### src/rtl/x86_regs_pkg.sv
// Shared register-file definitions: x86 register indices, widths and the write-back entry type.
package x86_regs_pkg;

    localparam int unsigned NUM_REGISTERS = 16;
    localparam int unsigned REG_IDX_W     = 5;
    localparam int unsigned WORD_W        = 32;

    localparam logic [REG_IDX_W-1:0] EAX       = 5'd0;
    localparam logic [REG_IDX_W-1:0] ECX       = 5'd1;
    localparam logic [REG_IDX_W-1:0] EDX       = 5'd2;
    localparam logic [REG_IDX_W-1:0] EBX       = 5'd3;
    localparam logic [REG_IDX_W-1:0] ESP       = 5'd4;
    localparam logic [REG_IDX_W-1:0] EBP       = 5'd5;
    localparam logic [REG_IDX_W-1:0] ESI       = 5'd6;
    localparam logic [REG_IDX_W-1:0] EDI       = 5'd7;
    localparam logic [REG_IDX_W-1:0] ES        = 5'd8;
    localparam logic [REG_IDX_W-1:0] CS        = 5'd9;
    localparam logic [REG_IDX_W-1:0] SS        = 5'd10;
    localparam logic [REG_IDX_W-1:0] DS        = 5'd11;
    localparam logic [REG_IDX_W-1:0] FS        = 5'd12;
    localparam logic [REG_IDX_W-1:0] GS        = 5'd13;
    localparam logic [REG_IDX_W-1:0] EFLAGS    = 5'd14;
    localparam logic [REG_IDX_W-1:0] INSTR_PTR = 5'd15;

    typedef struct packed {
        logic [REG_IDX_W-1:0] reg_idx;
        logic [WORD_W-1:0]    val;
    } wb_entry_t;

endpackage

### src/rtl/wb_fwd_match.sv
// Priority search for one bypass index; only built when WB_BYPASS_EN is defined.
// Entries are ordered oldest (index 0) to youngest; the youngest valid match wins.
`ifdef WB_BYPASS_EN
module wb_fwd_match
    import x86_regs_pkg::*;
#(
    parameter int unsigned N = 5
) (
    input  wb_entry_t [N-1:0]     i_entries,
    input  logic [N-1:0]          i_valid,
    input  logic [REG_IDX_W-1:0]  i_reg,
    output logic                  o_hit,
    output logic [WORD_W-1:0]     o_val
);

    always_comb begin
        o_hit = 1'b0;
        o_val = '0;
        for (int i = 0; i < N; i++) begin
            if (i_valid[i] && (i_entries[i].reg_idx == i_reg)) begin
                o_hit = 1'b1;
                o_val = i_entries[i].val;
            end
        end
    end

endmodule
`endif

### src/rtl/writeback_queue.sv
// Write-back FIFO feeding the single register_file write port, one drain per clock.
// Optional read-after-write bypass of pending writes when WB_BYPASS_EN is defined.
module writeback_queue
    import x86_regs_pkg::*;
#(
    parameter int unsigned DEPTH  = 4,
    parameter int unsigned DATA_W = 32,
    parameter int unsigned ADDR_W = 5
) (
    input  logic                      i_clk,
    input  logic                      i_rst,
    input  logic                      i_wb_valid,
    output logic                      o_wb_ready,
    input  logic [ADDR_W-1:0]         i_wb_reg,
    input  logic [DATA_W-1:0]         i_wb_val,
    input  logic                      i_hold,
    output logic                      o_rf_write,
    output logic [ADDR_W-1:0]         o_rf_ctrl_write,
    output logic [DATA_W-1:0]         o_rf_write_val,
    output logic [$clog2(DEPTH):0]    o_count,
    output logic                      o_empty,
    output logic                      o_full,
`ifdef WB_BYPASS_EN
    input  logic [ADDR_W-1:0]         i_fwd_reg1,
    input  logic [ADDR_W-1:0]         i_fwd_reg2,
    output logic                      o_fwd_hit1,
    output logic                      o_fwd_hit2,
    output logic [DATA_W-1:0]         o_fwd_val1,
    output logic [DATA_W-1:0]         o_fwd_val2,
`endif
    output logic                      o_bad_reg
);

    localparam int unsigned PTR_W = $clog2(DEPTH);
    localparam int unsigned CNT_W = PTR_W + 1;

    wb_entry_t          r_mem [DEPTH];
    logic [PTR_W-1:0]   r_head;
    logic [PTR_W-1:0]   r_tail;
    logic [CNT_W-1:0]   r_count;
    logic               r_rf_write;
    wb_entry_t          r_out;
    logic               r_bad_reg;

    logic w_accept;
    logic w_bad_idx;
    logic w_store;
    logic w_pop;

    assign o_full     = (r_count == CNT_W'(DEPTH));
    assign o_empty    = (r_count == '0);
    assign o_wb_ready = !o_full;

    assign w_accept  = i_wb_valid && o_wb_ready;
    assign w_bad_idx = (32'(i_wb_reg) >= NUM_REGISTERS);
    // Out-of-range indices are consumed from execute but never reach the register file.
    assign w_store   = w_accept && !w_bad_idx;
    assign w_pop     = !o_empty && !i_hold;

    always_ff @(posedge i_clk) begin
        if (w_store) begin
            r_mem[r_tail] <= '{reg_idx: REG_IDX_W'(i_wb_reg), val: WORD_W'(i_wb_val)};
        end
    end

    always_ff @(posedge i_clk or posedge i_rst) begin
        if (i_rst) begin
            r_head     <= '0;
            r_tail     <= '0;
            r_count    <= '0;
            r_rf_write <= 1'b0;
            r_out      <= '0;
            r_bad_reg  <= 1'b0;
        end else begin
            if (w_store) begin
                r_tail <= r_tail + 1'b1;
            end
            if (w_pop) begin
                r_out  <= r_mem[r_head];
                r_head <= r_head + 1'b1;
            end
            r_rf_write <= w_pop;
            r_bad_reg  <= w_accept && w_bad_idx;
            r_count    <= r_count + CNT_W'(w_store) - CNT_W'(w_pop);
        end
    end

    assign o_rf_write      = r_rf_write;
    assign o_rf_ctrl_write = ADDR_W'(r_out.reg_idx);
    assign o_rf_write_val  = DATA_W'(r_out.val);
    assign o_count         = r_count;
    assign o_bad_reg       = r_bad_reg;

`ifdef WB_BYPASS_EN
    localparam int unsigned N_SRCH = DEPTH + 1;

    wb_entry_t [N_SRCH-1:0] w_srch;
    logic [N_SRCH-1:0]      w_srch_vld;
    logic [WORD_W-1:0]      w_fwd_val1;
    logic [WORD_W-1:0]      w_fwd_val2;

    // Slot 0 is the output register (oldest); queue entries follow in age order from head.
    always_comb begin
        w_srch[0]     = r_out;
        w_srch_vld[0] = r_rf_write;
        for (int i = 0; i < DEPTH; i++) begin
            w_srch[i+1]     = r_mem[r_head + PTR_W'(i)];
            w_srch_vld[i+1] = (CNT_W'(i) < r_count);
        end
    end

    wb_fwd_match #(
        .N (N_SRCH)
    ) u_fwd_match1 (
        .i_entries (w_srch),
        .i_valid   (w_srch_vld),
        .i_reg     (REG_IDX_W'(i_fwd_reg1)),
        .o_hit     (o_fwd_hit1),
        .o_val     (w_fwd_val1)
    );

    wb_fwd_match #(
        .N (N_SRCH)
    ) u_fwd_match2 (
        .i_entries (w_srch),
        .i_valid   (w_srch_vld),
        .i_reg     (REG_IDX_W'(i_fwd_reg2)),
        .o_hit     (o_fwd_hit2),
        .o_val     (w_fwd_val2)
    );

    assign o_fwd_val1 = DATA_W'(w_fwd_val1);
    assign o_fwd_val2 = DATA_W'(w_fwd_val2);
`endif

endmodule

### config.mk
export PLATFORM = sky130hd
export DESIGN_NAME = writeback_queue
export DESIGN_NICKNAME = d
export VERILOG_FILES = /design/src/rtl/x86_regs_pkg.sv /design/src/rtl/wb_fwd_match.sv /design/src/rtl/writeback_queue.sv
export SDC_FILE = /design/constraint.sdc
export NUM_CORES = 1
export LEC_CHECK = 0
export CAP_MARGIN = 0
export CELL_PAD_IN_SITES_DETAIL_PLACEMENT = 2
export CELL_PAD_IN_SITES_GLOBAL_PLACEMENT = 2
export CORE_MARGIN = 1.5
export CORE_UTILIZATION = 43
export CTS_CLUSTER_SIZE = 8
export DETAILED_ROUTE_END_ITERATION = 6
export PLACE_DENSITY = 0.84
export REMOVE_ABC_BUFFERS = 1
export SYNTH_ARGS = -nofsm -noshare
export SYNTH_HDL_FRONTEND = slang
export SYNTH_SLANG_ARGS = --single-unit
### constraint.sdc
create_clock -name i_clk -period 2.8 [get_ports i_clk]
set_input_delay 0.56 -clock i_clk [delete_from_list [all_inputs] [get_ports i_clk]]
set_output_delay 0.56 -clock i_clk [all_outputs]
set_load 0.01 [all_outputs]
* Word level (Yosys, flattened, before mapping) *
Memory sizes are Yosys's and may differ from the RTL's. A register that Yosys moved wholly into a read port is not among the register bits.
Index checks and enable logic that the tools add are counted.

cells by class
  equal/unequal tests = 1
  muxes and demuxes = 2
  multiply operators = 0
  divide/modulo/power cells = 0
  reduce and logical (&&, ||, !) cells = 9
  bitwise logic cells = 0
  add/subtract/negate cells = 4
  $lt $le $gt $ge = 1
  shift-type cells = 0

operators with widths
  cell                                         count
  >= comparator 5 bit, second input constant   1
  adder 2 x 1 -> 2 bit, second input constant  2
  logical AND 1 bit                            4
  zero test 1 bit                              4
  adder 3 x 1 -> 3 bit                         1
  equality test 3 bit, second input constant   1
  zero test 3 bit                              1
  subtractor 3 x 1 -> 3 bit                    1
  2-to-1 mux 1 bit                             2

word-level totals
  latch bits = 0
  bits in writable memories = 148
  input bits = 41
  word-level logic and storage cells = 23
  memories = 1
  register bits = 9
  bits in read-only memories = 0

memory list
  name   depth  width  read ports  clocked after Yosys merged registers in  wr ports  RTL line               text
  r_mem  4      37     1           1                                        1         writeback_queue.sv:37  wb_entry_t r_mem [DEPTH];

* Depth between registers and ports, before layout *
Gate-level depths: netlist (run 1).

  word-level depth = 6
  gate-level depth with buffers = 12
  depth with buffers taken out = 12

* Least setup slack after synthesis (run 1) *
No wires, ideal clock.

  path type = reg-to-reg
  start point = register r_count[1], in the netlist o_count[1]
  end point = memory r_mem[0][0] (netlist bit), enable pin
  arrival = 2.081 ns
  library setup time = 0.398 ns
  buffers on the path = 0
  period minus slack after synthesis = 2.479 ns
  cell stages (with the launch flop) = 6
  path slack = 0.321 ns
  data required time = 2.402 ns
  cell sequence = dfrtp_1 nor2_1 nand2_1 inv_1 nor3b_2 and2_1

on the way
  word-level cells in the longest chain between the ends = 6

ends and longest elaborated chain
  element                                 RTL line               text
  from (decl)                             writeback_queue.sv:40  logic [CNT_W-1:0] r_count;
  from (signal assigned)                  writeback_queue.sv:84  r_count <= r_count + CNT_W'(w_store) - CNT_W'(w_pop);
  equality test 3 bit                     writeback_queue.sv:50  assign o_full = (r_count == CNT_W'(DEPTH));
  zero test 1 bit                         writeback_queue.sv:52  assign o_wb_ready = !o_full;
  via o_wb_ready                          writeback_queue.sv:13  output logic o_wb_ready,
  logical AND 1 bit                       writeback_queue.sv:54  assign w_accept = i_wb_valid && o_wb_ready;
  logical AND 1 bit                       writeback_queue.sv:57  assign w_store = w_accept && !w_bad_idx;
  2-to-1 mux 1 bit                        writeback_queue.sv:61  if (w_store) begin
  2-to-1 mux 1 bit (not written as such)  writeback_queue.sv:62  r_mem[r_tail] <= '{reg_idx: REG_IDX_W'(i_wb_reg), val: WORD_W'(i_wb_val)};
  to (decl)                               writeback_queue.sv:37

The timed path passes the listed nets, and every way through them passes these cells.

* Final worst setup path (run 1) *
  start point = register r_count[1], in the netlist o_count[1]
  end point = output port o_empty

on the way
  word-level cells in the longest chain between the ends = 1

ends and longest elaborated chain
  element          RTL line               text
  zero test 3 bit  writeback_queue.sv:51  assign o_empty = (r_count == '0);
  to (decl)        writeback_queue.sv:21  output logic o_empty,

Every way passes these cells.

==> results of run 1 <==
==> cell usage in the layout, fill, tap and decap left out, types with 2 or more instances in the layout <==
cell type and count:
and2_2 4, buf_4 13, bufinv_16 2, clkbuf_16 17, clkdlybuf4s50_1 85, clkinv_2 4, dfrtp_1 44, edfxtp_1 148
ha_1 6, inv_1 7, inv_6 6, mux2_2 38, mux4_2 37, xnor2_1 3, xor2_1 2
==> cells in the mapped netlist (2+ instances only) <==
library cell,count,area share
ha_1,6,0.010
xnor2_1,3,0.0037
mux4_2,37,0.12
inv_1,8,0.0042
buf_4,2,0.0021
dfrtp_1,46,0.16
buf_6,2,0.0031
xor2_1,2,0.0024
buf_2,7,0.0049
and2_1,4,0.0035
nor2_1,2,0.0010
edfxtp_1,148,0.62
mux2_2,38,0.060
==> metrics by stage <==
stage | setup TNS, ns | power (mW) | area [sq um] | instances
2_1_floorplan | -3.33 | 5.51 | 7100 | 300
3_3_place_gp | 0 | 6.59 | 8360 | 619
3_5_place_dp | -0.0140 | 6.80 | 8360 | 619
4_1_cts | 0 | 9.21 | 8940 | 651
5_1_grt | 0 | 9.51 | 8940 | 651
6_report | 0 | 9.07 | 8940 | 652
==> layer usage <==
metal  vias up  GRT usage  share of wire
met5         -          0              0
met4         0     0.0586          0.013
met3        19     0.0423          0.039
met2        77      0.323           0.53
met1      1793      0.240           0.42
li1       1460          -              -
==> power by group through the flow <==
stage / combinational, mW / sequential [mW] / clock, mW
finish: 2.44 / 4.24 / 2.40
global route: 2.61 / 4.35 / 2.55
CTS: 2.49 / 4.27 / 2.45
detailed placement: 2.48 / 4.32 / 0
global placement: 2.33 / 4.26 / 0
floorplan: 1.21 / 4.30 / 0
==> worst max-delay path by stage <==
stage | startpoint | end | slack, ns | depth (start not counted)
CTS | o_count[1]$_DFF_PP0_ | o_empty | 0.35 | 2
finish | o_count[1]$_DFF_PP0_ | o_empty | 0.38 | 2
floorplan | o_count[1]$_DFF_PP0_ | o_count[2]$_DFF_PP0_ | -0.92 | 9
detailed placement | i_wb_reg[4] | o_count[2]$_DFF_PP0_ | -0.01 | 10
global placement | i_wb_reg[4] | o_count[2]$_DFF_PP0_ | 0.19 | 10
global route | o_count[1]$_DFF_PP0_ | o_count[2]$_DFF_PP0_ | 0.23 | 12
==> critical path, cell delays in order (launching register included) <==
cell,delay (ns)
dfrtp_1,0.47
nor3_2,0.36
clkdlybuf4s50_1,0.61
==> final cells by class <==
cell class,instances,area share
Multi-Input combinational cell,98,0.166
Clock buffer,17,0.0476
Sequential cell,194,0.626
Tap cell,220,0.0308
Timing Repair Buffer,99,0.108
Inverter,8,0.00336
Antenna cell,1,0.000280
Clock inverter,15,0.0173
==> kinds of logic after synthesis <==
kind of cell | count (synthesis)
xor gates and xnor gates | 5
adders and majority gates | 7
buffers and inverters | 20
DFF | 194
muxes | 75
and+or+nand+nor | 11
==> impl_metrics.ini, run 1 <==
[run_status]
status = finished, final reports clean

[yosys]
ys_seq_area_frac = 0.780
synth-compound-area-share = 0
syn_avg_cell_area_sq_um = 23.0
syn_inst = 312
synthSimpleGateAreaFrac = 0.0101
synth-edff-count = 148
yosys_most_used_dff = edfxtp_1
synth_top_family_by_area = multiplexers
yosys_warnings = 0
synthMuxAreaShare = 0.176
synth.distinct_cells = 20
synth_xor_area_frac = 0.00610
synthAdderAreaFrac = 0.0133
synth.ff_latch_count = 194
netlist_area_sq_um = 7170
synthArstFlopShare = 0.237

[route]
drt_iter0_drc = 165
viasPerCell = 5.14
drc = 0
drtPass1Iterations = 4
wirelength_microns = 15200
vias = 3349
ant_nets = 0
wl_per_cell_microns = 23.3

[critical_path]
rr_endpoint = o_count[2]$_DFF_PP0_
crit_type = register to output port
end_kind = output port
cp-start-kind = register
regToRegSetupSlack_ns = 0.42
reg2regPathDepth = 12
arrival_ns = 1.86
cp.required_ns = 2.24
path_max_fanout = 5
r2r-start = o_count[1]$_DFF_PP0_

[cells_and_area]
largest_register = r_mem
multi_input_area_sq_um = 1490
largest_reg_flops = 148
drive_above_1_share = 0.302
fin_util = 0.543
fill_cells = 1382
syn2layout_area_growth_pct = 24.6
ff_latch_area_sq_um = 5600
fin_nets = 466

[placement]
dp_slack_ns = -0.0140
gp_congestion = 0.639
io_buffers = 85
dp_hpwl_microns = 9870

[sta]
tightest_slew_ns = 0.812
relSlewSlack = 0.459
drv_slew = 0
fin_skew_ns = 0.00724
fin_crit_sh = 0.865
worst_slack_ns = 0.379
finalHoldViolCount = 0
rsz0062_at_grt = no
clock.fmax_ghz = 0.413
timing.hold.ws_ns = 0.508
setup_viol = 0
layout_min_cycle_time_ns = 2.42

[cts]
clk_pin_slew_ns = 0.07
postCtsHoldBufs = 0
htree_levels = 4
root_buffer = clkbuf_16
cts_sinks = 194
cts_tree = done
numCtsBuffers = 17
cts_resized = 0
cts_setup_buffers = 0
worstSkewPairLatency_ns = 0.43
clk_path_buf_depth = 2

[power]
seq_power_share = 0.467
power_density_nw_per_um2 = 1010
power_switching_mw = 2.53
p_leak_nw = 3.10
power.share.clock = 0.264
peakVddDrop_mv = 0.497
p_comb_frac = 0.269
internal_power_mw = 6.55
p_sw_frac = 0.278

[die]
die_x_microns = 132
die_y_microns = 132
rows = 47
fp.dieArea_sq_um = 17500
ios = 86
initial_core_util = 0.436
core_area_sq_um = 16500

[global_route]
grt_pass1_wl_microns = 23900
grt_use_total = 0.188
grt_remaining_overflow = 0
grt_pass1_vias = 3899
antenna_found_initial = 1
grt_max_degree = 40

[hold_path]
hold_class = register to register
holdPathEnd = o_rf_write_val[16]$_DFFE_PP0P_
min_path_cells = 1
worstHoldStart = o_rf_write_val[16]$_DFFE_PP0P_

[flow_run]
maxCapViolCount = 0
Note: power is estimated with default switching activity, not from simulation.
==> run 2, diff against run 1 <==
--- a/config.mk
+++ b/config.mk
@@ -16,2 +16,3 @@
 export REMOVE_ABC_BUFFERS = 1
+export SKIP_CTS_REPAIR_TIMING = 1
 export SYNTH_ARGS = -nofsm -noshare
==> constraint.sdc (replaced) <==
create_clock -name i_clk -period 2.8 [get_ports i_clk]
set_input_delay 0.28 -clock i_clk [delete_from_list [all_inputs] [get_ports i_clk]]
set_output_delay 0.28 -clock i_clk [all_outputs]
set_load 0.01 [all_outputs]
==> impl_metrics.ini, run 2 (synthesized netlist as in run 1, its figures left out) <==
[cts]
clk_path_buf_depth = 2
root_buffer = clkbuf_16
numCtsBuffers = 17
clk_pin_slew_ns = 0.07
worstSkewPairLatency_ns = 0.43
cts_tree = done
htree_levels = 4
cts_sinks = 194

[die]
core_area_sq_um = 16500
rows = 47
initial_core_util = 0.436
ios = 86
die_x_microns = 132
die_y_microns = 132
fp.dieArea_sq_um = 17500

[global_route]
grt_max_degree = 40
grt_remaining_overflow = 0
grt_use_total = 0.186
antenna_found_initial = 2
grt_pass1_wl_microns = 23700
grt_pass1_vias = 4008

[critical_path]
crit_type = register to register
path_max_fanout = 5
end_kind = register
cp-start-kind = register
cp.required_ns = 3.15
arrival_ns = 2.75

[placement]
dp_slack_ns = 0.240
io_buffers = 85
gp_congestion = 0.720
place_inst = 615
placed_cell_area_sq_um = 8370
dp_hpwl_microns = 9830

[route]
drt_iter0_drc = 127
vias = 3347
viasPerCell = 5.17
drc = 0
wirelength_microns = 14900
ant_nets = 0
drtPass1Iterations = 4
wl_per_cell_microns = 23.0

[power]
p_leak_nw = 3.12
internal_power_mw = 6.83
p_comb_frac = 0.261
power_switching_mw = 2.47
power.share.clock = 0.281
power_density_nw_per_um2 = 1030
seq_power_share = 0.458
p_sw_frac = 0.265
peakVddDrop_mv = 0.496
power_mw = 9.30

[sta]
worst_slack_ns = 0.399
tightest_slew_ns = 0.993
fin_skew_ns = 0.0109
relSlewSlack = 0.338
fin_crit_sh = 0.858
rsz0062_at_grt = no
drv_slew = 0
timing.hold.ws_ns = 0.263
tns_ns = 0
clock.fmax_ghz = 0.416
finalHoldViolCount = 0
setup_viol = 0
layout_min_cycle_time_ns = 2.40

[cells_and_area]
fin_cells = 648
drive_above_1_share = 0.295
syn2layout_area_growth_pct = 25.7
final_cell_mix = edfxtp_1 (148), clkdlybuf4s50_1 (85), dfrtp_1 (44)
final_area_sq_um = 9020
final_common_cell = edfxtp_1
largest_register = r_mem
fin_util = 0.548
largest_reg_flops = 148
fin_nets = 462

[flow_run]
maxCapViolCount = 0

[run_status]
status = finished, final reports clean

[hold_path]
hold_class = input port to asynchronous set/reset pin
-- run 2: cell type report --
cell class | instances | area [sq um]
fillers | 1376 | 7450
flip-flops and latches | 194 | 5600
multi-input cells | 98 | 1490
repair buffers | 95 | 976
clock buffers | 23 | 498
well taps | 220 | 275
clock inverters | 9 | 150
inverters | 8 | 30.0
diodes | 1 | 2.50
-- run 2: power by group through the flow --
stage                     Sequential [mW]  Combinational (mW)  Clock [mW]
final                                4.26                2.43        2.61
after global routing                 4.37                2.61        2.74
after CTS                            4.29                2.49        2.66
after detailed placement             4.35                2.47           0
after global placement               4.28                2.32           0
after floorplan                      4.30                1.21           0
-- run 2: final timing paths --
check | from | endpoint | slack [ns] | depth (start not counted)
max | o_count[1]$_DFF_PP0_ | o_count[2]$_DFF_PP0_ | 0.40 | 12
min | i_rst | o_rf_write_val[1]$_DFFE_PP0P_ | 0.26 | 2
max in group asynchronous | i_rst | o_rf_write$_DFF_PP0_ | 1.90 | 3
min reg2reg | o_rf_write_val[28]$_DFFE_PP0P_ | o_rf_write_val[28]$_DFFE_PP0P_ | 0.50 | 1
min in group i_clk | i_wb_valid | o_bad_reg$_DFF_PP0_ | 0.44 | 2
max reg2reg | o_count[1]$_DFF_PP0_ | o_count[2]$_DFF_PP0_ | 0.40 | 12
-- run 2: per-layer routing --
layer	GRT usage	vias up	share of wire	routed length, microns
met5	0	-	0.00067	10
li1	-	1451	-	-
met1	0.232	1782	0.42	6200
met4	0.0678	2	0.019	277
met2	0.319	86	0.52	7810
met3	0.0454	26	0.041	618
-- run 2: critical path, cell delays in order (launching register included) --
cell and delay (ns):
dfrtp_1 0.49, nor2_1 0.08, nand2_1 0.11, inv_1 0.07, nor3b_2 0.22, inv_1 0.09, ha_1 0.29, inv_1 0.06
ha_1 0.13, inv_1 0.05, fa_1 0.38, xnor2_1 0.19, xnor2_1 0.15
